==> src/rtl/pwm_fade_sequencer.sv <==
// pwm_fade_sequencer: breathing-pattern duty generator (ramp up, hold, ramp down, hold) for a PWM dimmer
module pwm_fade_sequencer #(
    parameter int DW = 4,
    parameter int TW = 16
) (
    input  logic          clk,
    input  logic          rst,
    input  logic          start,
    input  logic          stop,
    input  logic [DW-1:0] min_duty,
    input  logic [DW-1:0] max_duty,
    input  logic [TW-1:0] step_div,
    input  logic [7:0]    hold_steps,
    input  logic [7:0]    loop_count,
    output logic [DW-1:0] duty,
    output logic          busy,
    output logic          cycle_done,
    output logic          cfg_err
);
    typedef enum logic [2:0] {IDLE, UP, HOLD_HI, DOWN, HOLD_LO} state_t;
    state_t        state;
    logic [DW-1:0] mn, mx;
    logic [TW-1:0] sd, timer, eff;
    logic [7:0]    hs, lc, hcnt, lcnt, lcnt_inc;
    logic          tick;
    always_comb begin
        eff = sd == '0 ? TW'(1) : sd;
        tick = timer == eff - TW'(1);
        lcnt_inc = lcnt + 8'd1;
    end
    always_ff @(posedge clk) begin
        if (rst) begin
            state <= IDLE;
            duty <= '0;
            busy <= 1'b0;
            cycle_done <= 1'b0;
            cfg_err <= 1'b0;
            mn <= '0;
            mx <= '0;
            sd <= '0;
            hs <= '0;
            lc <= '0;
            timer <= '0;
            hcnt <= '0;
            lcnt <= '0;
        end else begin
            cycle_done <= 1'b0;
            cfg_err <= 1'b0;
            if (stop) begin
                state <= IDLE;
                duty <= '0;
                busy <= 1'b0;
                timer <= '0;
                hcnt <= '0;
            end else if (state == IDLE) begin
                if (start && min_duty < max_duty) begin
                    state <= UP;
                    busy <= 1'b1;
                    duty <= min_duty;
                    mn <= min_duty;
                    mx <= max_duty;
                    sd <= step_div;
                    hs <= hold_steps;
                    lc <= loop_count;
                    timer <= '0;
                    hcnt <= '0;
                    lcnt <= '0;
                end else if (start) begin
                    cfg_err <= 1'b1;
                end
            end else begin
                timer <= tick ? '0 : timer + TW'(1);
                if (tick) begin
                    case (state)
                        UP: begin
                            duty <= duty + DW'(1);
                            if (duty == mx - DW'(1)) begin
                                state <= HOLD_HI;
                                hcnt <= '0;
                            end
                        end
                        DOWN: begin
                            duty <= duty - DW'(1);
                            if (duty == mn + DW'(1)) begin
                                state <= HOLD_LO;
                                hcnt <= '0;
                            end
                        end
                        HOLD_HI: begin
                            hcnt <= hcnt == hs ? hcnt : hcnt + 8'd1;
                            if (hcnt == hs) state <= DOWN;
                        end
                        HOLD_LO: begin
                            if (hcnt == hs) begin
                                cycle_done <= 1'b1;
                                lcnt <= lcnt_inc;
                                if (lc != 8'd0 && lcnt_inc == lc) begin
                                    state <= IDLE;
                                    duty <= '0;
                                    busy <= 1'b0;
                                end else begin
                                    state <= UP;
                                end
                            end else begin
                                hcnt <= hcnt + 8'd1;
                            end
                        end
                        default: ;
                    endcase
                end
            end
        end
    end
endmodule

==> config.mk <==
export PLATFORM = sky130hd
export DESIGN_NAME = pwm_fade_sequencer
export DESIGN_NICKNAME = d
export VERILOG_FILES = /design/src/rtl/pwm_fade_sequencer.sv
export SDC_FILE = /design/constraint.sdc
export NUM_CORES = 1
export LEC_CHECK = 0
export BUFFER_PORTS_ARGS = -buffer_cell sky130_fd_sc_hd__buf_2
export CORE_UTILIZATION = 50
export DETAILED_ROUTE_END_ITERATION = 12
export PLACE_DENSITY = 0.7
export RECOVER_POWER = 100
export SETUP_SLACK_MARGIN = 0.15
export SLEW_MARGIN = 40
export SYNTH_ARGS = -nofsm -noshare
export SYNTH_HDL_FRONTEND = slang
export SYNTH_SLANG_ARGS = --single-unit
export TNS_END_PERCENT = 1
==> constraint.sdc <==
create_clock -name clk -period 8.65 [get_ports clk]
set_clock_uncertainty 0.2 [all_clocks]
set_input_delay 0 -clock clk [delete_from_list [all_inputs] [get_ports clk]]
set_output_delay 0 -clock clk [all_outputs]
set_load 0.005 [all_outputs]
==> results by group, run 1 <==
Run status
  – Status: finished with violations
  – Failing checks: max-capacitance violations, max-slew violations

Worst setup path
  – Worst reg-to-reg setup slack: 3650 ps
  – Crit Path Max Fanout: 25
  – Startpoint types: flop
  – Crit path required time: 8670 ps
  – Worst path arrival time: 5020 ps
  – Crit path kind: flop to flop
  – Type of destination of the critical path: flop

Timing
  – Hold Fails Final Rpt: 0
  – Final count of negative-setup-slack endpoints: 0
  – RSZ-0062 raised after global routing: no
  – Final setup margin: 3650 ps
  – Slew margin rel.: -31.0%
  – Fmax: 200 MHz
  – Min cycle time layout: 5000 ps
  – Fin crit share: 57.8%
  – Worst Tran Pin Value: ~2000 ps
  – Slew Viols, Final: 41
  – Final setup TNS: 0 ps

Global routing
  – Largest net degree at the start of global routing: 51
  – First-pass GRT wire length: 20,200 um
  – Remaining Overflow, GRT: 0
  – Total GRT Usage: 25.3%
  – Antenna violations before repair: 0
  – Vias in the first global route: 4,469

Yosys
  – Mapped Nets: 661
  – Mapped Avg Cell Area: between 7 and 8 um^2
  – Ys Warns: 0
  – Synth cell count leaders: nand2_1 (110), dfxtp_1 (82), a21oi_1 (71)
  – Cell with the most instances after synthesis: nand2_1
  – Area contributors post-synth: dfxtp_1 (34%), nand2_1 (8.6%), a21oi_1 (7.4%)
  – Async S/R FF share, synth: 0%
  – Mapped Cells: 605
  – Yosys top cell area share: 34.2%
  – Register bit total from synthesis: 82
  – Post-synth EDFFs: 0
  – Syn Std Cell Area: 0.00479 mm^2
  – Synth Flop Type: dfxtp_1
  – Synth unique cells: 70
  – Register area share after synthesis: 34.2%
  – Cell taking the most area after synthesis: dfxtp_1

Drt
  – Drt pass-1 iters: 6
  – DR iter-0 viols: 242
  – WL final: 12,100 um
  – Per-cell routed wire length: 14.2 um
  – Detail Route Antenna Nets: 0
  – Via density: ~5.5
  – Via count: 4,686
  – DRC errors left: 0

Final layout
  – Share of cells above drive strength 1: 11.6%
  – Non-filler cells, final: ~850
  – Register area: 0.00164 mm^2
  – Area taken by multi-input logic gates: 0.00289 mm^2
  – Final core occ: 65.0%
  – Area grow syn2layout: 26.0%
  – Fill cells: 823
  – # nets final: between 700 and 800
  – Antenna diode count: 0

CTS
  – CTS Buffer Depth: 2
  – Post-CTS setup buffers: 0
  – Htree depth: 3
  – Total CTS buffers: 9
  – Clk slew on worst S/H paths: 80 ps
  – # hold bufs at CTS: between 80 and 90
  – Sink Count: 82
  – Worst skew pair latency: 350 ps
  – Root Buffer: clkbuf_8
  – PostCTS Resize Cnt: 0
  – CTS tree: built

Power and ir drop
  – Clock network power share: 34.0%
  – Comb pwr share: 20.0%
  – P_int: 632 uW
  – NetSw: 236 uW
  – Switching Fraction: 27.2%
  – Pwr/cell area: 144 mW/mm^2
  – Seq pwr share: 46.0%
  – Leakage: 2.55 nW
  – Max VDD drop: 75.5 uV

Floorplan
  – Starting density of the core: 51.6%
  – Std cell rows: 35
  – Top Ports: 51
  – Die W: 99.9 um
  – Die ar.: approximately 0.01 mm^2
  – Core Box Area: 0.00928 mm^2
  – Die height: 99.9 um

Place
  – Setup slack after placement: 4020 ps
  – RePlAce Congestion: about 0.86
  – Dpl hpwl: 7860 um
  – Cells after DPL: 755
  – PortBufs: 50

Flow run
  – Max Cap Viol: 1

Hold path
  – HP Class: input port to flop
==> flip-flops by register name (all words and copies together) (netlist names) <==
signal,flops
sd,16
timer,16
hcnt,8
hs,8
lc,8
lcnt,8
duty,4
mn,4
mx,4
state,3
busy,1
cfg_err,1
cycle_done,1
==> cell families after synthesis <==
group / after synthesis / synth area share, %
and+or+nand+nor: 269 / 28.3
AOI/OAI and AO/OA: 138 / 19.0
DFF: 82 / 34.2
xor gates and xnor gates: 52 / 9.50
buffers and inverters: 46 / 4.33
adders and majority gates: 12 / 3.29
muxes: 6 / 1.31
==> final timing paths <==
kind                              from        to  cells past startpoint
worst min register to register    busy      busy                      2
worst max register to register  sd[13]  timer[4]                     15
worst min-delay path             start   cfg_err                      3
worst max-delay path            sd[13]  timer[4]                     15
==> cell type report <==
cell class                      count  area share, %
Timing Repair Buffer              136           18.1
Sequential cell                    82           27.2
Clock inverter                      3           1.08
Inverter                           14          0.870
Tap cell                          129           2.67
Clock buffer                       12           2.24
Multi-Input combinational cell    477           47.8
==> critical path, cell delays in order, from the launching register on <==
cell and delay, ps:
dfxtp_1 460, or3_1 210, or4_1 300, nor2_1 70, nor2_1 110, ha_1 190, nor3b_1 630, nand4_1 280
or3b_2 520, a31oi_1 190, o2111ai_1 170, nor3_1 660, nor3_2 80, clkbuf_1 450, a21oi_1 280, a31oi_1 70
==> cells in the final DEF (no fill, tap or decap), types with 4 or more instances in the layout <==
cell / instances
nand2_1: 111
dlygate4sd3_1: 83
dfxtp_1: 82
a21oi_1: 71
buf_2: 46
xnor2_1: 36
nand3_1: 31
nor2_1: 30
xor2_1: 16
nand2b_1: 14
inv_1: 13
nor3_1: 13
and3_1: 13
a31oi_1: 12
o21ai_0: 11
ha_1: 11
a21o_1: 10
nand4_1: 9
clkbuf_8: 9
clkbuf_1: 8
nor4_1: 7
or2_2: 6
or4_1: 4
or3_1: 4
nor3b_1: 4
mux2i_1: 4
==> layer usage <==
| metal | global-route usage, % | routed length, um |
|---|---|---|
| met5 | 0 | 0 |
| met2 | 43.2 | 5650 |
| met1 | 32.4 | 5800 |
| met4 | 9.73 | 214 |
| met3 | 3.41 | 458 |
==> through the flow <==
stage	power (mW)	instance area [um^2]	hold WS [ps]
finish	0.869	6040	233
global route	0.909	6040	256
CTS	0.878	6110	208
detailed placement	0.560	5080	22.7
global placement	0.555	5070	24.5
floorplan	0.524	4790	-78.3
==> power groups by stage <==
stage               registers [mW]  logic (mW)  clock network (mW)
floorplan                    0.404       0.120                   0
global placement             0.407       0.148                   0
detailed placement           0.408       0.152                   0
CTS                          0.399       0.179               0.300
global route                 0.401       0.191               0.317
finish                       0.399       0.174               0.295
No activity file was read; power rests on OpenSTA's default activity.
==> inputs of run 2 (changes only) <==
--- a/config.mk
+++ b/config.mk
@@ -8,7 +8,7 @@
 export BUFFER_PORTS_ARGS = -buffer_cell sky130_fd_sc_hd__buf_2
 export CORE_UTILIZATION = 50
 export DETAILED_ROUTE_END_ITERATION = 12
-export PLACE_DENSITY = 0.7
+export PLACE_DENSITY = 0.72
 export RECOVER_POWER = 100
 export SETUP_SLACK_MARGIN = 0.15
 export SLEW_MARGIN = 40
==> constraint.sdc (replaced) <==
create_clock -name clk -period 4.5 [get_ports clk]
set_clock_uncertainty 0.2 [all_clocks]
set_input_delay 0 -clock clk [delete_from_list [all_inputs] [get_ports clk]]
set_output_delay 0 -clock clk [all_outputs]
set_load 0.005 [all_outputs]
==> run 2 against run 1 <==
The flow now finishes without violations. Design area grew 1.9%. Via count grew 1.7%. Setup slack worse by 3300 ps. Flip-flop and latch count unchanged. Largest cell class unchanged.
==> results by group, run 2 (synthesis results as in run 1) <==
CTS
  – Clk slew on worst S/H paths: 90 ps (about the same)
  – CTS tree: built
  – Total CTS buffers: 9 (unchanged)
  – Htree depth: 3 (unchanged)
  – Sink Count: 82 (unchanged)
  – CTS Buffer Depth: 2 (unchanged)
  – Root Buffer: clkbuf_8
  – Worst skew pair latency: 360 ps (about the same)

Timing
  – Hold Worst Slack: 214 ps (-19.0 ps)
  – Final setup TNS: 0 ps (unchanged)
  – Fmax: 240 MHz (+20%)
  – Final setup margin: 334 ps (-3320 ps)
  – RSZ-0062 raised after global routing: yes
  – Slew margin rel.: 24.8% (+56 points)
  – Final count of negative-setup-slack endpoints: 0 (unchanged)
  – Worst Tran Pin Value: 1130 ps (-837 ps)
  – Min cycle time layout: 4170 ps (-835 ps)
  – Hold Fails Final Rpt: 0 (unchanged)
  – Slew Viols, Final: 0 (-100%)
  – Fin crit share: 92.6% (+35 points)

Worst setup path
  – Worst R2R End: lcnt[2]
  – Worst path arrival time: 4280 ps (-740 ps)
  – CP Cell Sequence: or4_4, or4_1, nor2_1, nor2_1, ha_1, nor3b_2, nand4_1, mux2_2, a31oi_1, o2111ai_4, nor3_4, buf_4, nand2_2, or2_4, a2bb2o_1
  – FF-to-FF path depth: 15 (unchanged)
  – Crit path required time: 4610 ps (-4060 ps)
  – Worst reg-to-reg setup slack: 330 ps (-3320 ps)
  – Crit Path Max Fanout: 7 (-72%)
  – Type of destination of the critical path: flop
  – Cell mode on critical path: nor2_1
  – Startpoint types: flop
  – Crit path kind: flop to flop
  – Crit Reg-Reg Startpoint: sd[7]
  – Worst stage delay on the critical path: 560 ps (-100 ps)
  – Slowest stage cell, crit path: or4_4

Global routing
  – Largest net degree at the start of global routing: 51 (unchanged)
  – Remaining Overflow, GRT: 0 (unchanged)
  – Vias in the first global route: 4,579 (+2.5%)
  – Total GRT Usage: 26.5% (+1.1 points)
  – First-pass GRT wire length: 21,100 um (+4.4%)
  – Antenna violations before repair: 0 (unchanged)

Final layout
  – Post-Layout Inst Area: 0.00615 mm^2 (+1.9%)
  – Largest regs: sd: 16 flops, timer: 16 flops
  – Antenna diode count: 0 (unchanged)
  – Final core occ: 66.3% (+1.2 points)
  – Non-filler cells, final: 860 (+0.82%)
  – Commonest cells after routing, fill and taps aside: nand2_1 (110), dlygate4sd3_1 (83), dfxtp_1 (82), a21oi_1 (71), buf_2 (44)
  – # nets final: 783 (+0.90%)
  – Share of cells above drive strength 1: 13.5% (+1.9 points)
  – Commonest non-fill, non-tap cell in the layout: nand2_1
  – Area grow syn2layout: 28.3%

Floorplan
  – Std cell rows: 35 (unchanged)
  – Die ar.: 0.00998 mm^2 (unchanged)
  – Top Ports: 51 (unchanged)
  – Starting density of the core: 51.6% (unchanged)
  – Die W: 99.9 um (unchanged)
  – Die height: 99.9 um (unchanged)
  – Core Box Area: 0.00928 mm^2 (unchanged)

Drt
  – Drt pass-1 iters: 5 (-1)
  – Per-cell routed wire length: 14.5 um (+1.7%)
  – WL final: 12,400 um (+2.5%)
  – Via count: 4,767 (+1.7%)
  – Via density: 5.54 (+0.90%)
  – DRC errors left: 0 (unchanged)
  – Detail Route Antenna Nets: 0 (unchanged)
  – DR iter-0 viols: 280 (+16%)

Power and ir drop
  – Power, Total: 1.67 mW (+92%)
  – Pwr/cell area: 271 mW/mm^2 (+88%)
  – Leakage: 2.60 nW (+2.3%)
  – Max VDD drop: 194 uV (+160%)

Flow run
  – Max Cap Viol: 0 (-1)

Hold path
  – Hold path start: start
  – WHS Path Cells: 3 (unchanged)
  – Hold Path End: cfg_err
  – HP Class: input port to flop

Place
  – RePlAce Congestion: 0.890 (+3.9%)
  – Setup slack after placement: 172 ps (-3850 ps)
  – Dpl hpwl: 8160 um (+3.8%)
  – Post-DP Area: 0.00512 mm^2 (+0.84%)
  – Cells after DPL: 760 (+0.66%)
  – PortBufs: 50 (unchanged)

Run status
  – Status: finished, final reports clean
run 2: final cells by class:
type	count	area, um^2
fillers	814	3130
well taps	129	161
inverters	14	52.6
flip-flops and latches	82	1640
clock buffers	10	138
repair buffers	143	1150
multi-input cells	477	2960
clock inverters	5	55.1
run 2: critical path: cells and delay by family (launching register included):
kind            cells  cell delay (ps)
compound gates      3              670
fa+ha+maj           1              220
buf+inv             1              160
flops               1              380
simple gates        9             2140
mux                 1              350
run 2: worst max-delay path by stage:
stage / slack (ps) / end / start
floorplan: 370 / lcnt[2] / sd[4]
global placement: 310 / lcnt[2] / sd[7]
detailed placement: 170 / lcnt[2] / sd[13]
CTS: 160 / lcnt[2] / sd[13]
global route: 70 / lcnt[2] / sd[7]
finish: 330 / lcnt[2] / sd[7]
run 2: what timing repair did:
action	CTS	global route
buffers inserted	0	2
resized for setup	0	6
setup endpoints to repair	0	38
endpoints found under the hold margin	53	0
hold buffers	83	0
run 2: routing by layer:
layer	part of all wire [%]	global-route usage, %
met1	45	33.2
met2	49	46.0
met5	0	0
met3	4.6	4.46
met4	1.1	8.82
run 2: report_power, final:
part / internal, mW / total, mW / switching (mW)
combinational: 0.172 / 0.360 / 0.188
clock: 0.267 / 0.540 / 0.273
sequential: 0.744 / 0.767 / 0.0230
